$ cat src/rtl/reg_writeback_queue.sv
// Write-back queue in front of the register file's single write port.
// Buffers up to DEPTH writes, drains one per cycle, and forwards queued values to the read path.
module reg_writeback_queue #(
  parameter int DEPTH  = 4,
  parameter int DATA_W = 16,
  parameter int ADDR_W = 4
) (
  input  logic                     clk,
  input  logic                     rst,
  input  logic                     in_valid,
  output logic                     in_ready,
  input  logic [ADDR_W-1:0]        in_sel,
  input  logic [DATA_W-1:0]        in_data,
  input  logic                     drain_en,
  output logic                     rf_we,
  output logic [ADDR_W-1:0]        rf_sel,
  output logic [DATA_W-1:0]        rf_data,
  input  logic [ADDR_W-1:0]        look_sel1,
  input  logic [ADDR_W-1:0]        look_sel2,
  output logic                     hit1,
  output logic                     hit2,
  output logic [DATA_W-1:0]        fwd1,
  output logic [DATA_W-1:0]        fwd2,
  output logic [$clog2(DEPTH):0]   count
);

  localparam int AW = $clog2(DEPTH);

  logic [AW-1:0]     head;
  logic [AW-1:0]     tail;
  logic [AW:0]       cnt;
  logic [ADDR_W-1:0] sel_mem  [DEPTH];
  logic [DATA_W-1:0] data_mem [DEPTH];

  logic full;
  logic empty;
  logic push;
  logic pop;

  assign full  = (cnt == (AW+1)'(DEPTH));
  assign empty = (cnt == '0);

  // Writes to register 0 complete the handshake but are dropped here.
  assign in_ready = !rst && !full;
  assign push     = in_valid && in_ready && (in_sel != '0);
  assign pop      = !rst && drain_en && !empty;

  assign rf_we   = pop;
  assign rf_sel  = pop ? sel_mem[head]  : '0;
  assign rf_data = pop ? data_mem[head] : '0;
  assign count   = rst ? '0 : cnt;

  // Control state: pointers and occupancy.
  always_ff @(posedge clk) begin
    if (rst) begin
      head <= '0;
      tail <= '0;
      cnt  <= '0;
    end else begin
      if (push) tail <= tail + 1'b1;
      if (pop)  head <= head + 1'b1;
      case ({push, pop})
        2'b10:   cnt <= cnt + 1'b1;
        2'b01:   cnt <= cnt - 1'b1;
        default: cnt <= cnt;
      endcase
    end
  end

  // Entry storage; validity is implied by head/cnt, so no reset needed.
  always_ff @(posedge clk) begin
    if (push) begin
      sel_mem[tail]  <= in_sel;
      data_mem[tail] <= in_data;
    end
  end

  // Forwarding: walk oldest to youngest so the last match is the youngest.
  always_comb begin
    logic [AW-1:0] idx;
    idx  = '0;
    hit1 = 1'b0;
    hit2 = 1'b0;
    fwd1 = '0;
    fwd2 = '0;
    for (int k = 0; k < DEPTH; k++) begin
      idx = head + AW'(k);
      if (!rst && ((AW+1)'(k) < cnt)) begin
        if ((look_sel1 != '0) && (sel_mem[idx] == look_sel1)) begin
          hit1 = 1'b1;
          fwd1 = data_mem[idx];
        end
        if ((look_sel2 != '0) && (sel_mem[idx] == look_sel2)) begin
          hit2 = 1'b1;
          fwd2 = data_mem[idx];
        end
      end
    end
  end

endmodule

$ cat config.mk
export PLATFORM = sky130hd
export DESIGN_NAME = reg_writeback_queue
export DESIGN_NICKNAME = d
export VERILOG_FILES = /design/src/rtl/reg_writeback_queue.sv
export SDC_FILE = /design/constraint.sdc
export NUM_CORES = 1
export LEC_CHECK = 0
export ABC_AREA = 1
export BUFFER_PORTS_ARGS = -buffer_cell sky130_fd_sc_hd__buf_4
export CAP_MARGIN = 15
export CORE_UTILIZATION = 45
export CTS_CLUSTER_SIZE = 40
export DETAILED_ROUTE_END_ITERATION = 10
export GPL_TIMING_DRIVEN = 0
export HOLD_SLACK_MARGIN = 0.08
export PLACE_DENSITY = 0.67
export SKIP_LAST_GASP = 1
export SLEW_MARGIN = 10
export SYNTH_ARGS = -nofsm -noshare
export SYNTH_HDL_FRONTEND = slang
export SYNTH_SLANG_ARGS = --single-unit
$ cat constraint.sdc
create_clock -name clk -period 2.4 [get_ports clk]
set_input_delay 0 -clock clk [delete_from_list [all_inputs] [get_ports clk]]
set_output_delay 0 -clock clk [all_outputs]
set_load 0.005 [all_outputs]
# Word-level counts from Yosys, hierarchy flattened
# Memory sizes are Yosys's and may differ from the RTL's. A register that Yosys moved wholly into a read port is not among the register bits.
# Index checks and enable logic that the tools add are counted.
[word_totals]
regBits = 7
mem_bits_rw = 80
input_bits = 32
output_inout_bits = 59
elab_cells = 93
memories = 2
[op_classes]
add_sub_neg = 6
order_cmp = 4
eq_ne = 11
n_mux = 42
reduce_logical = 25
[memory_table]
columns = ["name", "depth", "width", "rd", "rd_ports_with_merged_regs", "write_ports", "line_no", "source"]
rows = [
  ["data_mem", 4, 16, 4, 1, 1, "33", "logic [DATA_W-1:0] data_mem [DEPTH];"],
  ["sel_mem", 4, 4, 4, 1, 1, "32", "logic [ADDR_W-1:0] sel_mem [DEPTH];"],
]
[op_table]
columns = ["op", "n"]
rows = [
  ["16-bit 2-to-1 mux", 17],
  ["4-bit equality test", 8],
  ["1-bit 2-to-1 mux", 18],
  ["1-bit logical AND", 17],
  ["4-bit nonzero test", 3],
  ["2-bit 2-to-1 mux", 4],
  ["1-bit by 3-bit < comparator with 1-bit output (first input constant)", 2],
  ["2-bit by 3-bit < comparator with 1-bit output (first input constant)", 2],
  ["3-bit case mux with 2 select lines", 1],
  ["2-bit by 1-bit adder with 2-bit output (second input constant)", 2],
  ["2-bit adder (second input constant)", 2],
  ["4-bit 2-to-1 mux", 1],
  ["3-bit by 1-bit adder with 3-bit output (second input constant)", 1],
  ["3-bit equality test (second input constant)", 1],
  ["1-bit logical NOT", 3],
  ["3-bit logical NOT", 1],
  ["3-bit 2-to-1 mux", 1],
  ["3-bit by 1-bit subtractor with 3-bit output (second input constant)", 1],
  ["2-bit by 1-bit equality test with 1-bit output (second input constant)", 1],
  ["2-bit equality test (second input constant)", 1],
  ["2-bit nonzero test", 1],
]

# Longest topological paths before layout
# Gate-level depths: netlist of run 1.
[logic_depth]
ltp_word = 10
mapped_depth = 16
depth_no_buf = 13

# Worst setup path before layout of run 1
# OpenSTA, ideal clock, no wires.
[synth_timing]
path_type = "register to register"
start = "register cnt[0]"
end = "memory data_mem[0][0], enable pin"
setup_time_ps = 397
t_arrival_ps = 2084
required_time_ps = 2003
slack_ps = -81
path_stages_with_launch = 8
n_path_buf = 0
synth_period_minus_slack_ps = 2481
path_cell_list = "dfxtp_1 inv_1 ha_1 a21oi_1 nand2_1 nor2_1 inv_1 nor2_1"
[synth_via]
elab_chain_cells = 7
[synth_rtl]
columns = ["element", "line_no", "source"]
rows = [
  ["from (decl)", "31", "logic [AW:0] cnt;"],
  ["from (signal assigned)", "63", "2'b10: cnt <= cnt + 1'b1;"],
  ["from (signal assigned)", "64", "2'b01: cnt <= cnt - 1'b1;"],
  ["from (signal assigned)", "65", "default: cnt <= cnt;"],
  ["3-bit equality test", "40", "assign full = (cnt == (AW+1)'(DEPTH));"],
  ["1-bit logical NOT", "44", "assign in_ready = !rst && !full;"],
  ["1-bit logical AND", "44", ""],
  ["net in_ready", "11", "output logic in_ready,"],
  ["1-bit logical AND (2 in series)", "45", "assign push = in_valid && in_ready && (in_sel != '0);"],
  ["1-bit 2-to-1 mux", "72", "if (push) begin"],
  ["1-bit 2-to-1 mux (implied by the code)", "74", "data_mem[tail] <= in_data;"],
  ["to (decl)", "33", ""],
]
# The timed path passes the listed nets, and every way through them passes these cells.

# Final worst setup path of run 1
[layout_timing]
start = "register head[0]"
end = "output port fwd2[4]"
[layout_via]
elab_chain_cells = 10
word_cells_on_any_way = 17
cone_classes = "3 x add/sub; 3 x eq/ne; 6 x mux; 3 x reduce/logical; 2 x memory"
[layout_rtl]
columns = ["element", "line_no", "source"]
rows = [
  ["from (decl)", "29", "logic [AW-1:0] head;"],
  ["from (signal assigned)", "61", "if (pop) head <= head + 1'b1;"],
  ["2-bit by 1-bit adder with 2-bit output", "87", "idx = head + AW'(k);"],
  ["memory 4 x 4 bit", "n/a", ""],
  ["4-bit equality test", "93", "if ((look_sel2 != '0) && (sel_mem[idx] == look_sel2)) begin"],
  ["1-bit logical AND", "93", ""],
  ["16-bit 2-to-1 mux", "93", ""],
  ["16-bit 2-to-1 mux", "88", "if (!rst && ((AW+1)'(k) < cnt)) begin"],
  ["16-bit 2-to-1 mux", "93", ""],
  ["16-bit 2-to-1 mux", "88", ""],
  ["16-bit 2-to-1 mux", "93", ""],
  ["16-bit 2-to-1 mux (*)", "88", ""],
  ["to (decl)", "23", "output logic [DATA_W-1:0] fwd2,"],
]
# Mark *: on every way between the ends. The rest lies on a longest branch, timed or not.

==> results of run 1 <==
==> area by class of cell <==
cell class              instances  area, um^2  area share [%]
multi-input cells             812        4630            45.5
clock buffers                  12         256            2.52
plain buffers                  56         439            4.32
clock inverters                 4        76.3           0.750
repair buffers                175        1510            14.8
flip-flops and latches         89        2590            25.4
inverters                     105         414            4.07
well taps                     211         264            2.60
==> path summary, 6_finish.rpt <==
path / end / slack [ns] / depth (start not counted)
max: fwd2[4] / -0.04 / 15
min: tail[0] / 0.13 / 5
max reg2reg: cnt[2] / 0.18 / 11
min reg2reg: tail[0] / 0.51 / 1
==> critical path: stages, from the launching register on <==
cell and delay (ns):
dfxtp_4 0.36, buf_12 0.13, clkinv_8 0.08, nand2_8 0.06, nand2_8 0.08, buf_8 0.13, nand3_4 0.08, nand2_4 0.09
xor2_2 0.17, nand3_2 0.18, nor2_4 0.24, buf_6 0.17, nor2_1 0.05, nand2_1 0.08, nand2_1 0.06, buf_4 0.13
==> logic make-up (layout without fill, tap and decap cells) <==
group,after synthesis,after routing,synth area share [%]
compound gates,139,139,12.4
flops,89,89,35.7
simple gates,657,658,39.4
fa+ha+maj,9,9,1.56
buf+inv,163,352,10.2
xor+xnor,6,6,0.727
==> layer usage <==
metal  track usage [%]  vias up  part of all wire [%]
li1                  -     3905                     -
met1              44.6     3763                    43
met2              42.7      567                    43
met3              5.07       67                    12
met4              6.44        0                   2.4
met5                 0        -                     0
==> metrics by stage <==
stage	std cells	power, mW
floorplan	1063	3.29
global placement	1364	4.01
detailed placement	1368	4.02
CTS	1435	5.73
global route	1464	6.51
finish	1464	6.25
==> what timing repair did <==
item                       4_1_cts  5_1_grt
pin swaps                       18       66
hold buffers                    22        0
gates resized for setup         53      228
hold endpoints to repair        83        0
buffers inserted                27       21
cloned                           4        8
setup endpoints to repair       46      102
==> registers in the layout (all words and copies together), names as in the netlist, named ones only <==
name	flops
cnt	3
data_mem	64
tail	2
sel_mem	16
head	2
==> cells in the mapped netlist <==
| master | number | area [um^2] |
|---|---|---|
| nor4_1 | 1 | 6.26 |
| nand2_1 | 352 | 1320 |
| o21ai_0 | 71 | 355 |
| nand2_2 | 10 | 62.6 |
| nand3_2 | 2 | 20.0 |
| nand4_1 | 32 | 200 |
| a32oi_1 | 1 | 8.76 |
| a21oi_1 | 13 | 65.1 |
| a22oi_1 | 19 | 143 |
| nand3_1 | 100 | 500 |
| a32o_1 | 15 | 150 |
| buf_1 | 1 | 3.75 |
| inv_1 | 98 | 368 |
| buf_2 | 19 | 95.1 |
| nor2_4 | 5 | 56.3 |
| nor2_1 | 141 | 529 |
| edfxtp_1 | 80 | 2400 |
| nor2_8 | 2 | 40.0 |
| o21ai_2 | 1 | 8.76 |
| o221ai_1 | 15 | 131 |
| inv_2 | 5 | 18.8 |
| or2_1 | 2 | 12.5 |
| clkbuf_1 | 23 | 86.3 |
| nor2_2 | 3 | 18.8 |
| inv_4 | 1 | 6.26 |
| nand3b_1 | 2 | 15.0 |
| buf_4 | 5 | 37.5 |
| inv_6 | 1 | 8.76 |
| dfxtp_1 | 9 | 180 |
| o21ai_1 | 2 | 10.0 |
| nand2_4 | 3 | 33.8 |
| nand3_4 | 2 | 35.0 |
| buf_6 | 10 | 113 |
| xor2_1 | 6 | 52.6 |
| ha_1 | 9 | 113 |
| o211ai_2 | 2 | 25.0 |
==> power groups by stage <==
stage	combinational (mW)	clock [mW]	sequential, mW
after floorplan	1.49	0	1.81
after global routing	3.14	1.57	1.80
final	2.98	1.48	1.79
after global placement	2.19	0	1.82
after CTS	2.42	1.51	1.80
after detailed placement	2.21	0	1.82
==> cell usage in the layout, fill, tap and decap left out, types with 4 or more instances in the layout <==
cell type      count
a21oi_1            8
a22oi_1           17
a32o_1            15
buf_12             4
buf_4            133
buf_6             27
buf_8              9
clkbuf_1          10
clkbuf_16         10
clkbuf_2          13
clkbuf_4           9
dfxtp_1            6
dlygate4sd3_1     22
edfxtp_1          80
ha_1               9
inv_1             95
inv_2              8
nand2_1          293
nand2_2           47
nand2_4           22
nand3_1           84
nand3_2           13
nand3_4            7
nand4_1           32
nor2_1           101
nor2_2            28
nor2_4            21
o21ai_0           65
o21ai_1            6
o221ai_1          12
xor2_2             4
==> results.toml, run 1 <==
[clock_tree]
ctsLongestPathBuffers = 2
cts_root_buffer = "clkbuf_16"
cts_max_level = 3
cts_tree = "yes"
clkSinkCount = 89
cts_clock_pin_slew_for_the_worst_setup_and_hold_paths_ns = 0.06
cts_made_buffers = 9
later_pin_clock_latency_in_the_skew_report_ns = 0.33

[placement]
post_dp_cell_area_um2 = 8240
gp_congestion = 0.956
port_buffers = 90
hpwl_um = 18600
pre_cts_slack_ns = -0.0105

[global_routing]
number_of_antenna_violations_at_the_first_check_in_global_routing = 0
global_route.overflow_total = 0
largest_net_degree_at_the_start_of_global_routing = 16
first_global_vias = 6714
wire_length_of_the_first_global_routing_pass_um = 36700
track_usage_pct = 29.2

[sta]
hold_violations = 0
final-max-slew-violation-count = 0
clock-skew-final_ns = 0.00754
finalSetupViolCount = 14
grt_setup_unrepaired = "true"
post_layout_worst_setup_margin_ns = -0.0368
max-slew-margin-rel_pct = 60.4
hold_slack_ns = 0.128
tightest_slew_ns = 0.593
finalSetupTns_ns = -0.237
finalCritPeriodShare_pct = 102
max_frequency_ghz = 0.410
timing.final.crit_period_ns = 2.44

[worst_setup_path]
worst_setup_path_start_kind = "flip-flop"
setup.worst_path.start = "head[0]"
critical_path_arrival_ns = 2.44
worstSetupPathType = "flip-flop to output pin"
worstPathMaxFanout = 7
timing.critical_path.required_ns = 2.40
crit-reg2reg-launch = "cnt[0]"
setup.worst_path.end_class = "output pin"

[job]
cap_violations = 0

[power_and_ir_drop]
pwr-share-comb_pct = 47.7
total_leakage_power_nw = 4.62
power.share.switching_pct = 39.5
power.sequential.fraction_pct = 28.7
power_per_cell_area_nw_per_um2 = 615
irDropWorstVdd_mv = 0.804
cell_internal_pwr_mw = 3.78
clkPwrFrac_pct = 23.7
switchingPower_mw = 2.47

[synthesis]
ys_types = 36
number_of_register_bits_inferred_by_synthesis = 89
synth.yosys.seq_area_share_pct = 35.7
post_synth_instance_area_um2 = 7230
synth_area_per_cell_um2 = 6.80
ys_warn_count = 0
syn_inst = 1063
synth.net_count = 1104

[floorplan]
core_um2 = 15400
floorplan.die.height_um = 129
start_util_pct = 46.9
design.die.area_um2 = 16600
dieWidth_um = 129
fp-row-count = 45
ios = 91

[routing]
drtPass1Iterations = 6
avgRoutedWirePerCell_um = 18.2
wirelength_um = 26600
overall_via_count_from_detail_route = 8302
detail_route.drc_violations = 0
vias_per_cell = 5.67
drt-initial-drc-count = 1232
drtAntennaViolNets = 0

[worst_hold_path]
hp-class = "input port to flip-flop"
min-delay-start = "rst"

[layout]
post_layout_nets = 1289
final_core_util_pct = 65.9
finalInstanceArea_um2 = 10200
flow.area_growth_from_synthesis_pct = 40.7
nFillCells = 1346
diodes = 0
layout_cells_sized_above_1_pct = 31.1

[run_status]
failed_checks = "negative setup slack"
outcome = "finished with violations"
No activity file was read; power rests on OpenSTA's default activity.
==> inputs of run 2 (changes only) <==
--- a/config.mk
+++ b/config.mk
@@ -14,6 +14,7 @@
 export GPL_TIMING_DRIVEN = 0
 export HOLD_SLACK_MARGIN = 0.08
 export PLACE_DENSITY = 0.67
+export SKIP_CTS_REPAIR_TIMING = 1
 export SKIP_LAST_GASP = 1
 export SLEW_MARGIN = 10
 export SYNTH_ARGS = -nofsm -noshare
==> constraint.sdc (replaced) <==
create_clock -name clk -period 2.4 [get_ports clk]
set_input_delay 0.24 -clock clk [delete_from_list [all_inputs] [get_ports clk]]
set_output_delay 0.24 -clock clk [all_outputs]
set_load 0.005 [all_outputs]
==> run 2 against run 1 <==
Cell count shrank 1.8%. Wire length shrank 4.5%. The flow still finishes with violations (negative setup slack). First-iteration DRC count grew 9.2%. Critical path type unchanged. Clock power is essentially flat. Largest cell class unchanged.
==> results.toml, run 2 (synthesized netlist as in run 1, its figures left out) <==
[run_status]
outcome = "finished with violations"
failed_checks = "negative setup slack"

[routing]
wl_met1_um = 11300
wirelength_um = 25400
met2_wl_um = 10800
vias_per_cell = 5.58
top_layer_used = "met4"
wl_met3_um = 2830
detail_route.drc_violations = 0
drt-initial-drc-count = 1345
drtAntennaViolNets = 0
avgRoutedWirePerCell_um = 17.7
drtPass1Iterations = 7
overall_via_count_from_detail_route = 8023

[power_and_ir_drop]
pwr-share-comb_pct = 46.1
power.share.switching_pct = 38.9
power.sequential.fraction_pct = 29.5
total_power_mw = 6.06
power_per_cell_area_nw_per_um2 = 628
irDropWorstVdd_mv = 0.794
cell_internal_pwr_mw = 3.70
clkPwrFrac_pct = 24.4
total_leakage_power_nw = 4.46
switchingPower_mw = 2.36

[clock_tree]
clkSinkCount = 89
cts_root_buffer = "clkbuf_16"
later_pin_clock_latency_in_the_skew_report_ns = 0.33
ctsLongestPathBuffers = 2
cts_made_buffers = 9
cts_clock_pin_slew_for_the_worst_setup_and_hold_paths_ns = 0.06
cts_tree = "yes"
cts_max_level = 3

[global_routing]
track_usage_pct = 28.2
largest_net_degree_at_the_start_of_global_routing = 16
first_global_vias = 6399
number_of_antenna_violations_at_the_first_check_in_global_routing = 0
wire_length_of_the_first_global_routing_pass_um = 35500
global_route.overflow_total = 0

[placement]
hpwl_um = 18600
post_dp_cell_area_um2 = 8240
pre_cts_slack_ns = -0.194
port_buffers = 90
place_inst = 1368
gp_congestion = 0.956

[job]
cap_violations = 0

[worst_setup_path]
worst_setup_path_start_kind = "flip-flop"
path_buf_inv = 5
setup.worst_path.end_class = "output pin"
timing.critical_path.required_ns = 2.16
critical_path_arrival_ns = 2.47
critical_path.slowest_cell = "dfxtp_2"
worstPathMaxFanout = 7
crit_path_cell_trace = "buf_8 -> buf_8 -> nand2_4 -> nand2_4 -> buf_4 -> nand2_2 -> nand2_2 -> nand2_2 -> nand2_2 -> nor2_4 -> nand3_4 -> buf_6 -> nand3_1 -> nand3_1 -> nand2_1 -> nand2_1 -> buf_4"
crit_path_max_incr_delay_ns = 0.32
cpLargestDelayFamily = "simple AND/OR/NAND/NOR gates"
cpMostUsedCell = "nand2_2"
worstSetupPathType = "flip-flop to output pin"

[layout]
flow.area_growth_from_synthesis_pct = 33.5
largest_registers_in_the_final_layout = "data_mem: 64 flops, sel_mem: 16 flops, cnt: 3 flops"
finish.cell_count_without_fillers = 1437
finalInstanceArea_um2 = 9660
layout_common_cells = "312 x nand2_1, 134 x buf_4, 123 x nor2_1"
post_layout_nets = 1262
largest_reg_flops = 64
diodes = 0
multi_input_comb_area_um2 = 4330
nFillCells = 1404
layout.area.seq_um2 = 2590
layout.cells.most_common = "nand2_1"
final_core_util_pct = 62.6
register_ranked_first_by_flip_flop_count = "data_mem"
layout_cells_sized_above_1_pct = 27.3

[floorplan]
core_um2 = 15400
fp-row-count = 45
design.die.area_um2 = 16600
ios = 91
start_util_pct = 46.9
dieWidth_um = 129
floorplan.die.height_um = 129

[worst_hold_path]
hp-class = "input port to flip-flop"

[sta]
timing.final.crit_period_ns = 2.71
max-slew-margin-rel_pct = 64.6
finalSetupViolCount = 34
max_frequency_ghz = 0.368
hold_violations = 0
grt_setup_unrepaired = "true"
tightest_slew_ns = 0.532
finalCritPeriodShare_pct = 113
hold_slack_ns = 0.112
final-max-slew-violation-count = 0
finalSetupTns_ns = -9.47
clock-skew-final_ns = 0.00778
post_layout_worst_setup_margin_ns = -0.315
-- run 2: changes by cell type in the layout (fill, tap and decap cells not counted), sizes merged --
cell	before	now
dlygate4sd3	22	0
buf	177	174
clkbuf	44	42
inv	104	105
nor2	152	151
-- run 2: per-layer routing --
metal / up-vias / track usage, %
met5: - / 0
met4: 0 / 5.67
met3: 49 / 4.99
met2: 524 / 40.0
met1: 3612 / 44.3
li1: 3838 / -
-- run 2: worst paths after layout --
check | startpoint | end | slack, ns | cells past startpoint
worst min-delay path | in_data[5] | data_mem[1][5] | 0.11 | 1
worst max-delay path | head[0] | fwd2[5] | -0.31 | 17
worst min register to register | tail[0] | tail[0] | 0.51 | 1
worst max register to register | cnt[0] | cnt[2] | 0.18 | 11
-- run 2: cell type report --
cell class	count	share of cell area, %
multi-input combinational	811	44.8
buffer	58	4.83
timing repair inverter	1	0.117
timing repair buffer	146	13.0
clock buffer	12	2.66
clock inverter	4	0.790
tap	211	2.73
inverter	105	4.24
sequential	89	26.8
-- run 2: power groups by stage --
stage,Combinational (mW),Sequential [mW],Clock [mW]
3_3_place_gp,2.19,1.82,0
2_1_floorplan,1.49,1.81,0
5_1_grt,2.96,1.79,1.57
3_5_place_dp,2.21,1.82,0
4_1_cts,2.21,1.78,1.51
6_report,2.79,1.79,1.48
==> inputs of run 3 (changes only) <==
--- a/config.mk
+++ b/config.mk
@@ -14,7 +14,6 @@
 export GPL_TIMING_DRIVEN = 0
 export HOLD_SLACK_MARGIN = 0.08
 export PLACE_DENSITY = 0.67
-export SKIP_CTS_REPAIR_TIMING = 1
 export SKIP_LAST_GASP = 1
 export SLEW_MARGIN = 10
 export SYNTH_ARGS = -nofsm -noshare
==> run 3 against run 2 <==
The flow still finishes with violations (negative setup slack). Largest cell class unchanged. Non-clock buffer count is 6 higher. Final area increased by 2.6%. Wire length increased by 3.2%. Clock skew barely moved. Clock-buffer cell count stayed put. Critical path depth fell by 2. Fmax rose by 0.52%. Global-route usage up 1.1 points. Sequential power about the same. Highest routed layer unchanged. Cell count grew 0.42%. Hold slack better by 0.00078 ns.
==> results.toml, run 3 (synthesized netlist as in run 1, its figures left out) <==
[placement]
post_dp_cell_area_um2 = 8240
gp_congestion = 0.956
place_inst = 1368
hpwl_um = 18600
port_buffers = 90

[routing]
vias_per_cell = 5.67
wirelength_um = 26200
drtPass1Iterations = 8
drtAntennaViolNets = 0
overall_via_count_from_detail_route = 8176
detail_route.drc_violations = 0
avgRoutedWirePerCell_um = 18.1
drt-initial-drc-count = 1519

[clock_tree]
cts_tree = "yes"
cts_root_buffer = "clkbuf_16"
cts_clock_pin_slew_for_the_worst_setup_and_hold_paths_ns = 0.06
cts_made_buffers = 9
cts_max_level = 3
later_pin_clock_latency_in_the_skew_report_ns = 0.33
clkSinkCount = 89
ctsLongestPathBuffers = 2

[sta]
max-slew-margin-rel_pct = 56.3
finalCritPeriodShare_pct = 113
clock-skew-final_ns = 0.00811
grt_setup_unrepaired = "true"
finalSetupTns_ns = -7.78
timing.final.crit_period_ns = 2.70
tightest_slew_ns = 0.656
hold_violations = 0
final-max-slew-violation-count = 0
max_frequency_ghz = 0.370
finalSetupViolCount = 34
post_layout_worst_setup_margin_ns = -0.301

[layout]
layout_cells_sized_above_1_pct = 31.1
layout_common_cells = "301 x nand2_1, 126 x buf_4, 95 x inv_1"
layout.area.seq_um2 = 2590
flow.area_growth_from_synthesis_pct = 37.0
largest_registers_in_the_final_layout = "data_mem: 64 flops, sel_mem: 16 flops, cnt: 3 flops"
layout.cells.most_common = "nand2_1"
final_core_util_pct = 64.2
diodes = 0
register_ranked_first_by_flip_flop_count = "data_mem"
finalInstanceArea_um2 = 9910
nFillCells = 1369
multi_input_comb_area_um2 = 4520
post_layout_nets = 1268
largest_reg_flops = 64
finish.cell_count_without_fillers = 1443

[global_routing]
first_global_vias = 6662
largest_net_degree_at_the_start_of_global_routing = 16
number_of_antenna_violations_at_the_first_check_in_global_routing = 0
track_usage_pct = 29.3
global_route.overflow_total = 0
wire_length_of_the_first_global_routing_pass_um = 36700

[floorplan]
dieWidth_um = 129
ios = 91
start_util_pct = 46.9
design.die.area_um2 = 16600
fp-row-count = 45
core_um2 = 15400
floorplan.die.height_um = 129

[run_status]
failed_checks = "negative setup slack"
outcome = "finished with violations"

[power_and_ir_drop]
total_leakage_power_nw = 4.50
power_per_cell_area_nw_per_um2 = 627
pwr-share-comb_pct = 47.4
power.sequential.fraction_pct = 28.8
cell_internal_pwr_mw = 3.76
switchingPower_mw = 2.45
irDropWorstVdd_mv = 0.796
power.share.switching_pct = 39.4
clkPwrFrac_pct = 23.8

[worst_setup_path]
worstSetupPathType = "flip-flop to output pin"
setup.worst_path.end_class = "output pin"
worst_setup_path_start_kind = "flip-flop"
critical_path_arrival_ns = 2.46
worstPathMaxFanout = 8
timing.critical_path.required_ns = 2.16

[worst_hold_path]
hp-class = "input port to flip-flop"

[job]
cap_violations = 0
==> run 3: power groups by stage <==
stage | clock, mW | combinational, mW | sequential, mW
2_1_floorplan | 0 | 1.49 | 1.81
3_3_place_gp | 0 | 2.19 | 1.82
3_5_place_dp | 0 | 2.21 | 1.82
4_1_cts | 1.51 | 2.52 | 1.79
5_1_grt | 1.57 | 3.10 | 1.79
6_report | 1.48 | 2.94 | 1.79
==> run 3: what timing repair did <==
item	CTS	global route
pin swaps	53	73
setup buffers	31	16
cloned	6	6
hold buffers	0	0
gates resized for setup	102	170
setup endpoints to repair	64	105
==> run 3: final cells by class <==
class | count | share of cell area [%]
timing repair buffer | 152 | 13.3
multi-input combinational | 812 | 45.6
clock inverter | 4 | 0.770
inverter | 105 | 4.23
sequential | 89 | 26.1
tap | 211 | 2.66
buffer | 58 | 4.79
clock buffer | 12 | 2.59
==> run 3: worst paths after layout <==
kind                    from        endpoint  slack [ns]  depth (start not counted)
setup / recovery     head[0]         fwd2[6]       -0.30                         15
hold / removal    in_data[2]  data_mem[0][2]        0.11                          1
setup reg to reg      cnt[0]          cnt[2]        0.24                         11
hold reg to reg      tail[0]         tail[0]        0.51                          1
==> run 3: routing by layer <==
metal  vias up  wire length (um)  global-route usage [%]
met5         -                 0                       0
met4         0               527                    6.16
met3        55              2850                    3.83
met2       554             11300                    43.1
met1      3717             11500                    45.4
li1       3850                 -                       -
==> run 3: worst max-delay path, stage by stage (launching register included) <==
cell and delay (ns):
dfxtp_2 0.33, buf_12 0.16, inv_12 0.09, nand2_2 0.06
nand2_2 0.06, buf_6 0.13, nand3_2 0.09, nand2_4 0.11
xor2_2 0.17, nand3_2 0.17, nor2_4 0.25, buf_6 0.19
nor2_1 0.06, nand2_1 0.06, nand2_1 0.05, buf_4 0.13
==> run 3: per-stage QoR <==
stage	total power [mW]	hold WS, ns	setup WS, ns
2_1_floorplan	3.29	0.312	-0.0809
3_3_place_gp	4.01	0.442	-0.799
3_5_place_dp	4.02	0.446	-0.194
4_1_cts	5.82	0.101	-0.234
5_1_grt	6.46	0.103	-0.354
6_report	6.21	0.113	-0.301
